===== config.mk =====
export PLATFORM = sky130hd
export DESIGN_NAME = cacheline_adaptor_flat
export DESIGN_NICKNAME = d
export VERILOG_FILES = /design/src/rtl/cache_pkg.sv /design/src/rtl/cacheline_adaptor_if.sv /design/src/rtl/burst_line_buffer.sv /design/src/rtl/cacheline_adaptor.sv /design/src/flat_wrapper.sv
export SDC_FILE = /design/constraint.sdc
export NUM_CORES = 1
export LEC_CHECK = 0
export CORE_MARGIN = 8
export CORE_UTILIZATION = 25
export DETAILED_ROUTE_END_ITERATION = 10
export GPL_ROUTABILITY_DRIVEN = 0
export GPL_TIMING_DRIVEN = 0
export PLACE_DENSITY = 0.44
export SLEW_MARGIN = 5
export SYNTH_ARGS = -nofsm -noshare
export SYNTH_HDL_FRONTEND = slang
export SYNTH_HIERARCHICAL = 1
export SYNTH_SLANG_ARGS = --single-unit

===== constraint.sdc =====
create_clock -name clk -period 3 [get_ports clk]
set_input_delay 0.75 -clock clk [delete_from_list [all_inputs] [get_ports clk]]
set_output_delay 0.75 -clock clk [all_outputs]
set_load 0.02 [all_outputs]

===== src/rtl/cache_pkg.sv =====
// Shared widths and FSM encoding for the cache-to-DRAM line adaptor.
package cache_pkg;
    localparam int LINE_WIDTH  = 256;
    localparam int BURST_WIDTH = 64;
    localparam int ADDR_WIDTH  = 32;
    localparam int BEATS       = LINE_WIDTH / BURST_WIDTH;
    localparam int OFFSET_BITS = $clog2(LINE_WIDTH / 8);
    localparam int CNT_W       = $clog2(BEATS);

    localparam logic [ADDR_WIDTH-1:0] OFFSET_MASK = ADDR_WIDTH'((1 << OFFSET_BITS) - 1);
    localparam logic [CNT_W-1:0]      LAST_BEAT   = CNT_W'(BEATS - 1);

    typedef enum logic [1:0] {
        IDLE        = 2'd0,
        READ_BURST  = 2'd1,
        WRITE_BURST = 2'd2,
        DONE        = 2'd3
    } adaptor_state_e;
endpackage


===== src/rtl/cacheline_adaptor_if.sv =====
// Cache-side pmem bus plus DRAM-side burst bus seen by the adaptor.
interface cacheline_adaptor_if;
    import cache_pkg::*;

    logic                   pmem_read;
    logic                   pmem_write;
    logic [ADDR_WIDTH-1:0]  pmem_address;
    logic [LINE_WIDTH-1:0]  pmem_wdata_256;
    logic [LINE_WIDTH-1:0]  pmem_rdata_256;
    logic                   pmem_resp;
    logic                   burst_read;
    logic                   burst_write;
    logic [ADDR_WIDTH-1:0]  burst_address;
    logic [BURST_WIDTH-1:0] burst_wdata;
    logic [BURST_WIDTH-1:0] burst_rdata;
    logic                   burst_resp;

    // slave = the adaptor; master = the cache controller and DRAM model around it
    modport slave (
        input  pmem_read, pmem_write, pmem_address, pmem_wdata_256, burst_rdata, burst_resp,
        output pmem_rdata_256, pmem_resp, burst_read, burst_write, burst_address, burst_wdata
    );

    modport master (
        output pmem_read, pmem_write, pmem_address, pmem_wdata_256, burst_rdata, burst_resp,
        input  pmem_rdata_256, pmem_resp, burst_read, burst_write, burst_address, burst_wdata
    );
endinterface


===== src/rtl/burst_line_buffer.sv =====
// One cache line of storage with beat-indexed write/read and a whole-line load.
module burst_line_buffer
    import cache_pkg::*;
(
    input  logic                   clk,
    input  logic                   rst,
    input  logic                   load,
    input  logic [LINE_WIDTH-1:0]  line_in,
    input  logic                   we,
    input  logic [CNT_W-1:0]       idx,
    input  logic [BURST_WIDTH-1:0] din,
    output logic [LINE_WIDTH-1:0]  line_out,
    output logic [BURST_WIDTH-1:0] beat_out
);
    logic [LINE_WIDTH-1:0] line;

    always_ff @(posedge clk) begin
        if (rst) begin
            line <= '0;
        end else if (load) begin
            line <= line_in;
        end else if (we) begin
            line[int'(idx)*BURST_WIDTH +: BURST_WIDTH] <= din;
        end
    end

    assign line_out = line;
    assign beat_out = line[int'(idx)*BURST_WIDTH +: BURST_WIDTH];
endmodule


===== src/rtl/cacheline_adaptor.sv =====
// Turns one 256-bit pmem line request into a 4-beat 64-bit DRAM burst and pulses pmem_resp when done.
module cacheline_adaptor
    import cache_pkg::*;
(
    input logic                clk,
    input logic                rst,
    cacheline_adaptor_if.slave bus
);
    adaptor_state_e         state, next_state;
    logic [CNT_W-1:0]       cnt;
    logic [ADDR_WIDTH-1:0]  addr;
    logic                   accept;
    logic                   beat_done;
    logic                   rd_we;
    logic                   wr_load;
    logic [BURST_WIDTH-1:0] wr_beat;
    logic [BURST_WIDTH-1:0] rd_beat_unused;
    logic [LINE_WIDTH-1:0]  wr_line_unused;

    assign accept    = (state == IDLE) && (bus.pmem_read || bus.pmem_write);
    assign beat_done = ((state == READ_BURST) || (state == WRITE_BURST)) && bus.burst_resp;
    assign rd_we     = (state == READ_BURST) && bus.burst_resp;
    // Read has priority, so the write line is only captured when no read is pending.
    assign wr_load   = (state == IDLE) && !bus.pmem_read && bus.pmem_write;

    always_ff @(posedge clk) begin
        if (rst) begin
            state <= IDLE;
            cnt   <= '0;
            addr  <= '0;
        end else begin
            state <= next_state;
            if (accept)    addr <= bus.pmem_address & ~OFFSET_MASK;
            if (beat_done) cnt  <= cnt + 1'b1;
        end
    end

    always_comb begin
        next_state = state;
        case (state)
            IDLE: begin
                if (bus.pmem_read)       next_state = READ_BURST;
                else if (bus.pmem_write) next_state = WRITE_BURST;
            end
            READ_BURST, WRITE_BURST: begin
                if (bus.burst_resp && (cnt == LAST_BEAT)) next_state = DONE;
            end
            DONE:    next_state = IDLE;
            default: next_state = IDLE;
        endcase
    end

    always_comb begin
        bus.burst_read    = (state == READ_BURST);
        bus.burst_write   = (state == WRITE_BURST);
        bus.pmem_resp     = (state == DONE);
        bus.burst_address = addr;
        bus.burst_wdata   = (state == WRITE_BURST) ? wr_beat : '0;
    end

    // Separate read and write lines so the returned read line survives intervening writes.
    burst_line_buffer rd_buf (
        .clk      (clk),
        .rst      (rst),
        .load     (1'b0),
        .line_in  ('0),
        .we       (rd_we),
        .idx      (cnt),
        .din      (bus.burst_rdata),
        .line_out (bus.pmem_rdata_256),
        .beat_out (rd_beat_unused)
    );

    burst_line_buffer wr_buf (
        .clk      (clk),
        .rst      (rst),
        .load     (wr_load),
        .line_in  (bus.pmem_wdata_256),
        .we       (1'b0),
        .idx      (cnt),
        .din      ('0),
        .line_out (wr_line_unused),
        .beat_out (wr_beat)
    );

    cover property (@(posedge clk) disable iff (rst)
        (state == IDLE) && bus.pmem_read && bus.pmem_write);
endmodule


===== src/flat_wrapper.sv =====
// flat-port wrapper written by rule: the top's interface ports become plain ports
module cacheline_adaptor_flat import cache_pkg::*;
  (clk, rst, bus_pmem_read, bus_pmem_write, bus_pmem_address, bus_pmem_wdata_256, bus_burst_rdata, bus_burst_resp, bus_pmem_rdata_256, bus_pmem_resp, bus_burst_read, bus_burst_write, bus_burst_address, bus_burst_wdata);
  cacheline_adaptor_if bus_i ();
  input logic clk;
  input logic rst;
  input wire logic [$bits(bus_i.pmem_read)-1:0] bus_pmem_read;
  input wire logic [$bits(bus_i.pmem_write)-1:0] bus_pmem_write;
  input wire logic [$bits(bus_i.pmem_address)-1:0] bus_pmem_address;
  input wire logic [$bits(bus_i.pmem_wdata_256)-1:0] bus_pmem_wdata_256;
  input wire logic [$bits(bus_i.burst_rdata)-1:0] bus_burst_rdata;
  input wire logic [$bits(bus_i.burst_resp)-1:0] bus_burst_resp;
  output wire logic [$bits(bus_i.pmem_rdata_256)-1:0] bus_pmem_rdata_256;
  output wire logic [$bits(bus_i.pmem_resp)-1:0] bus_pmem_resp;
  output wire logic [$bits(bus_i.burst_read)-1:0] bus_burst_read;
  output wire logic [$bits(bus_i.burst_write)-1:0] bus_burst_write;
  output wire logic [$bits(bus_i.burst_address)-1:0] bus_burst_address;
  output wire logic [$bits(bus_i.burst_wdata)-1:0] bus_burst_wdata;
  assign bus_i.pmem_read = bus_pmem_read;
  assign bus_i.pmem_write = bus_pmem_write;
  assign bus_i.pmem_address = bus_pmem_address;
  assign bus_i.pmem_wdata_256 = bus_pmem_wdata_256;
  assign bus_i.burst_rdata = bus_burst_rdata;
  assign bus_i.burst_resp = bus_burst_resp;
  assign bus_pmem_rdata_256 = bus_i.pmem_rdata_256;
  assign bus_pmem_resp = bus_i.pmem_resp;
  assign bus_burst_read = bus_i.burst_read;
  assign bus_burst_write = bus_i.burst_write;
  assign bus_burst_address = bus_i.burst_address;
  assign bus_burst_wdata = bus_i.burst_wdata;
  cacheline_adaptor u_core (.clk(clk), .rst(rst), .bus(bus_i));
endmodule

==> results.cfg, run 1 <==
[synthesis]
syn_inst = 2679
mappedNetlistArea_sq_um = 24600
synth_warnings = 6
postSynthAreaPerCell_sq_um = 9.17

[worst_setup_path]
required_ps = 2250
timing.setup.critical_path_class = register to output port
critical_path.endpoint_type = output port
critical_path.max_fanout = 8
cp.arrival_ps = 2390
critPathLaunchType = register

[floorplan]
core_sq_um = 97800
die_y_um = 330
die-area_sq_um = 109000
num_io_pins = 712
initial_core_util_pct = 25.1
fp.dieW_um = 330
core.rowCount = 115

[cts]
insertion_delay_ps = 640
ctsLongestPathBuffers = 3
h-tree-depth = 3
hold_buffer_count_at_cts = 0
path_clk_slew_ps = 60
tritoncts = yes
clock_tree.root_cell = clkbuf_16
numCtsBuffers = 70
cts_num_sinks = 543

[grt]
grt_first_pass_wirelength_um = 198000
maximum_number_of_pins_on_one_net_before_global_route_repair = 13
overflow = 0
antenna_found_initial = 47
grt_util_all_layers_pct = 25.1
first_global_vias = 26000

[placement]
pre_cts_ws_ps = -1010
count_of_input_and_output_buffers = 701
hpwl_detailed_um = 109000

[timing]
finalSetupViolations = 47
tcrit_tclk_final_pct = 105
worst_margin_pin_slew_ps = 1110
hold_viol = 0
maxSlewHeadroom_pct = 25.9
finalWorstSetupSlack_ps = -137
maximum_clock_frequency_mhz = 319
clock_skew_ps = 13.4
slew_violations = 0
min_period_ps = 3140
setup_repair_after_global_routing_missed_its_margin = yes

[finish]
drive_above_1_share_pct = 13.7
finish.utilization_pct = 39.3
areaGrowthSynthToFinish_pct = 56.6
seqCellArea_sq_um = 10900
multi_input_area_sq_um = 14000
nets = 4387
filler_cell_count = 10100

[run_status]
failed_checks = negative setup slack
status = finished with violations

[detailed_routing]
drt-wirelength-per-cell_um = 26.7
drt_pass1_iterations = 7
detail_route.iter0.violations = 1806
postRouteAntennaNets = 0
postRouteWirelength_um = 143000
avgViaCountPerCell = 4.94
route.detailed.drc = 0
vias = 26500

[pwr]
p_per_area_nw_per_um2 = 715
leakage_nw = 14.2
worst_ir_drop_vdd_v = 0.000374

[job]
drv.max_cap_violation_count = 0

[min_path]
hp_class = register to register
-- flip-flops by register name (all words and copies together) (netlist names) --
register,count
u_core/rd_buf/line_out,256
u_core/bus.burst_address,27
u_core/cnt,2
u_core/state,2
u_core/wr_buf/line_out,256
-- layer usage --
layer | wire [um] | vias to the layer above | global-route usage, %
met4 | 3810 | 44 | 7.06
li1 | - | 12500 | -
met5 | 287 | - | 0
met2 | 69600 | 996 | 43.7
met1 | 57400 | 12800 | 29.9
met3 | 12200 | 218 | 7.53
-- worst paths after layout --
| kind | startpoint | to | slack (ps) | cells after the start |
|---|---|---|---|---|
| worst max-delay path | u_core/cnt[0]$_SDFFE_PP0P_ | bus_burst_wdata[44] | -140 | 6 |
| worst min-delay path | u_core/bus.burst_address[12]$_SDFFE_PP0P_ | u_core/bus.burst_address[12]$_SDFFE_PP0P_ | 450 | 2 |
| worst max register to register | u_core/state[0]$_SDFFE_PP0P_ | u_core/wr_buf/line_out[109]$_SDFFE_PP0P_ | 150 | 9 |
| worst min register to register | u_core/bus.burst_address[12]$_SDFFE_PP0P_ | u_core/bus.burst_address[12]$_SDFFE_PP0P_ | 450 | 2 |
-- area by class of cell --
type / instances / area share, %
antenna: 15 / 0.0975
buffer: 327 / 5.31
clock buffer: 111 / 5.50
clock inverter: 14 / 0.423
inverter: 6 / 0.0585
multi-input combinational: 2321 / 36.3
sequential: 543 / 28.3
tap: 1287 / 4.18
timing repair buffer: 745 / 19.9
-- cells in the final DEF (no fill, tap or decap), types with 4 or more instances in the layout --
cell and n:
buf_16 5, nand3_1 386, clkdlybuf4s50_1 637, diode_2 15
a21oi_4 7, buf_8 19, clkbuf_2 11, nor2b_1 5
nand2_1 56, clkbuf_1 129, buf_6 77, buf_12 15
clkinv_8 4, a21oi_1 543, buf_1 5, clkbuf_8 26
ha_1 15, buf_4 50, buf_2 132, inv_1 5
conb_1 520, nand4_1 128, and2_1 16, mux4_2 64
and2_4 50, clkbuf_16 75, dfxtp_1 540, a22oi_1 512
clkinv_2 6
-- through the flow --
step	hold WS, ps	cells	setup TNS [ps]	instance area (sq um)	power (mW)
after detailed placement	446	5186	-172130	35100	17.8
final	452	5369	-2560	38500	27.5
after CTS	454	5334	-13850	37900	27.0
after floorplan	496	3198	0	26500	13.7
after global placement	443	5186	-177450	35100	17.8
after global routing	476	5356	-5780	38500	28.7
-- where the power goes --
part / total, mW / internal [mW] / switching [mW] / leakage, nW
Combinational: 10.4 / 4.15 / 6.25 / 8.63
Clock: 8.49 / 4.95 / 3.54 / 1.12
Sequential: 8.64 / 8.08 / 0.566 / 4.46
Total: 27.5 / 17.2 / 10.4 / 14.2
-- timing repair --
action	4_1_cts	5_1_grt
setup buffers	23	20
gates resized for setup	257	304
hold endpoints to repair	0	0
gates cloned	1	4
pin swaps	0	8
setup endpoints to repair	124	130
-- critical path: stages (launching register included) --
cell and delay (ps):
dfxtp_4 400, buf_12 200, buf_16 180, buf_4 140
mux4_2 510, and2_4 160, buf_6 130
Note: power is estimated with default switching activity, not from simulation.
==> run 2, diff against run 1 <==
CAP_MARGIN = 20   (was default)
==> run 2 against run 1 <==
  * The run still ends with negative setup slack left
  * First-iteration DRC count is 5.8% higher
  * Critical path depth stayed put
  * Core utilization down 0.14 points
  * Via count increased by 0.14%
  * Clock-buffer cell count decreased by 5
  * Clock skew increased by 11 ps
  * Die area stayed put
  * Wire length fell by 0.14%
  * Largest cell class unchanged
==> results.cfg, run 2 (synthesis gave the netlist of run 1 again) <==
[run_status]
status = finished with violations
failed_checks = negative setup slack

[worst_setup_path]
critical-path-top-delay-family = buffers and inverters
critical_path.endpoint_type = output port
worst_path_largest_cell_delay_ps = 520
critical_path.max_fanout = 8
slowest_stage = mux4_2
timing.setup.critical_path_class = register to output port
worstReg2RegStart = u_core/state[1]$_SDFFE_PP0P_
required_ps = 2250
critPathLaunchType = register
cp.buffers_inverters = 4
cp_common_cell = buf_12
cp.arrival_ps = 2360
cp_cell_sequence = buf_12, buf_16, buf_12, mux4_2, and2_4, buf_6
r2r.worst_path.cells = 9
reg2reg_setup_slack_ps = 180
cp.depth = 6
critical_path.reg2reg.endpoint = u_core/wr_buf/line_out[172]$_SDFFE_PP0P_

[timing]
min_period_ps = 3110
hold_viol = 0
finalWorstSetupSlack_ps = -111
clock_skew_ps = 24.7
maxSlewHeadroom_pct = 24.8
maximum_clock_frequency_mhz = 321
setup_repair_after_global_routing_missed_its_margin = yes
worst_margin_pin_slew_ps = 1130
final.hold.worst_slack_ps = 452
tcrit_tclk_final_pct = 104
slew_violations = 0
finalSetupViolations = 40

[floorplan]
num_io_pins = 712
core.rowCount = 115
initial_core_util_pct = 25.1
core_sq_um = 97800
fp.dieW_um = 330
die-area_sq_um = 109000
die_y_um = 330

[grt]
maximum_number_of_pins_on_one_net_before_global_route_repair = 13
grt_first_pass_wirelength_um = 198000
overflow = 0
first_global_vias = 26200
grtUsageMet2_pct = 43.8
gr_util_met3_pct = 7.24
antenna_found_initial = 44
grt_util_all_layers_pct = 25.1
grt_util_met1_pct = 29.9
gr-max-usage-layer = met2

[finish]
final_design_area_no_fill_sq_um = 38300
nets = 4391
most_common_cell_after_layout_fill_and_taps_aside = clkdlybuf4s50_1
areaGrowthSynthToFinish_pct = 56.1
layout.cells.most_common_list = clkdlybuf4s50_1, a21oi_1, dfxtp_1
instances_no_fill = 5365
drive_above_1_share_pct = 13.5
finish.utilization_pct = 39.2

[min_path]
hp_class = register to register
worstHoldEndpoint = u_core/bus.burst_address[12]$_SDFFE_PP0P_
holdCritStartpoint = u_core/bus.burst_address[12]$_SDFFE_PP0P_
holdPathStages = 2

[pwr]
combPwrFrac_pct = 37.6
sequential_share_of_power_pct = 31.6
p_total_mw = 27.3
cellInternalPower_mw = 17.0
clockPowerShare_pct = 30.7
net-switching-power_mw = 10.3
worst_ir_drop_vdd_v = 0.000392
switching_share_pct = 37.6
p_per_area_nw_per_um2 = 712
leakage_nw = 14.2

[placement]
number_of_instances_in_the_placed_design = 5189
total_cell_area_at_the_placement_stage_sq_um = 35200
count_of_input_and_output_buffers = 701
hpwl_detailed_um = 109000

[cts]
numCtsBuffers = 71
insertion_delay_ps = 630
ctsLongestPathBuffers = 3
tritoncts = yes
clock_tree.root_cell = clkbuf_16
h-tree-depth = 3
cts_num_sinks = 543
path_clk_slew_ps = 50

[detailed_routing]
detail_route.iter0.violations = 1910
drt_pass1_iterations = 5
route.detailed.drc = 0
avgViaCountPerCell = 4.95
drt-wirelength-per-cell_um = 26.7
vias = 26600
postRouteAntennaNets = 0
postRouteWirelength_um = 143000

[job]
drv.max_cap_violation_count = 0
-- run 2: changes by cell type in the layout (fill, tap and decap cells not counted), sizes merged --
cell | previous run | this run
clkbuf | 243 | 240
clkdlybuf4s15 | 0 | 3
diode | 15 | 12
buf | 303 | 301
bufinv | 1 | 2
clkinvlp | 0 | 1
inv | 9 | 8
-- run 2: stage by stage --
stage	setup WS, ps	TNS [ps]
2_1_floorplan	530	0
3_3_place_gp	-1260	-177450
3_5_place_dp	-920	-169400
4_1_cts	-304	-10320
5_1_grt	-162	-4110
6_report	-111	-1650
-- run 2: worst min-delay path: cells and delay by family, from the launching register on --
family,cells,cell delay (ps)
simple gates,1,50
flops,1,300
compound gates,1,50
-- run 2: what timing repair did --
item                       in CTS  in global routing
resized for setup             261                249
buffers inserted               20                 22
hold buffers                    0                  0
cloned                          1                  4
pin swaps                       1                  8
setup endpoints to repair     124                128
-- run 2: how the worst max path moves through the flow --
stage | from | endpoint | slack, ps
6_report | u_core/cnt[0]$_SDFFE_PP0P_ | bus_burst_wdata[36] | -110
5_1_grt | u_core/cnt[0]$_SDFFE_PP0P_ | bus_burst_wdata[36] | -160
4_1_cts | u_core/cnt[0]$_SDFFE_PP0P_ | bus_burst_wdata[23] | -300
3_5_place_dp | u_core/cnt[1]$_SDFFE_PP0P_ | bus_burst_wdata[23] | -920
3_3_place_gp | u_core/cnt[1]$_SDFFE_PP0P_ | bus_burst_wdata[28] | -1260
2_1_floorplan | u_core/cnt[0]$_SDFFE_PP0P_ | bus_burst_wdata[58] | 530
-- run 2: per-layer routing --
layer / up-vias / share of wire [%] / wire length (um)
li1: 12500 / - / -
met1: 12800 / 40 / 57100
met2: 997 / 48 / 69200
met3: 233 / 8.6 / 12200
met4: 46 / 3.0 / 4260
met5: - / 0.21 / 304
-- run 2: final cells by class --
cell class / count / area [sq um]
flip-flops and latches: 543 / 10900
multi-input cells: 2321 / 13900
plain buffers: 326 / 2010
fillers: 10200 / 59500
diodes: 12 / 30.0
clock inverters: 15 / 191
repair buffers: 749 / 7630
well taps: 1287 / 1610
inverters: 6 / 22.5
clock buffers: 106 / 2030
-- run 2: power by group through the flow --
| stage | combinational [mW] | sequential (mW) | clock [mW] |
|---|---|---|---|
| after global routing | 10.9 | 8.71 | 8.88 |
| after CTS | 9.57 | 8.64 | 8.61 |
| after floorplan | 4.78 | 8.94 | 0 |
| after global placement | 8.98 | 8.79 | 0 |
| final | 10.3 | 8.64 | 8.39 |
| after detailed placement | 9.00 | 8.79 | 0 |
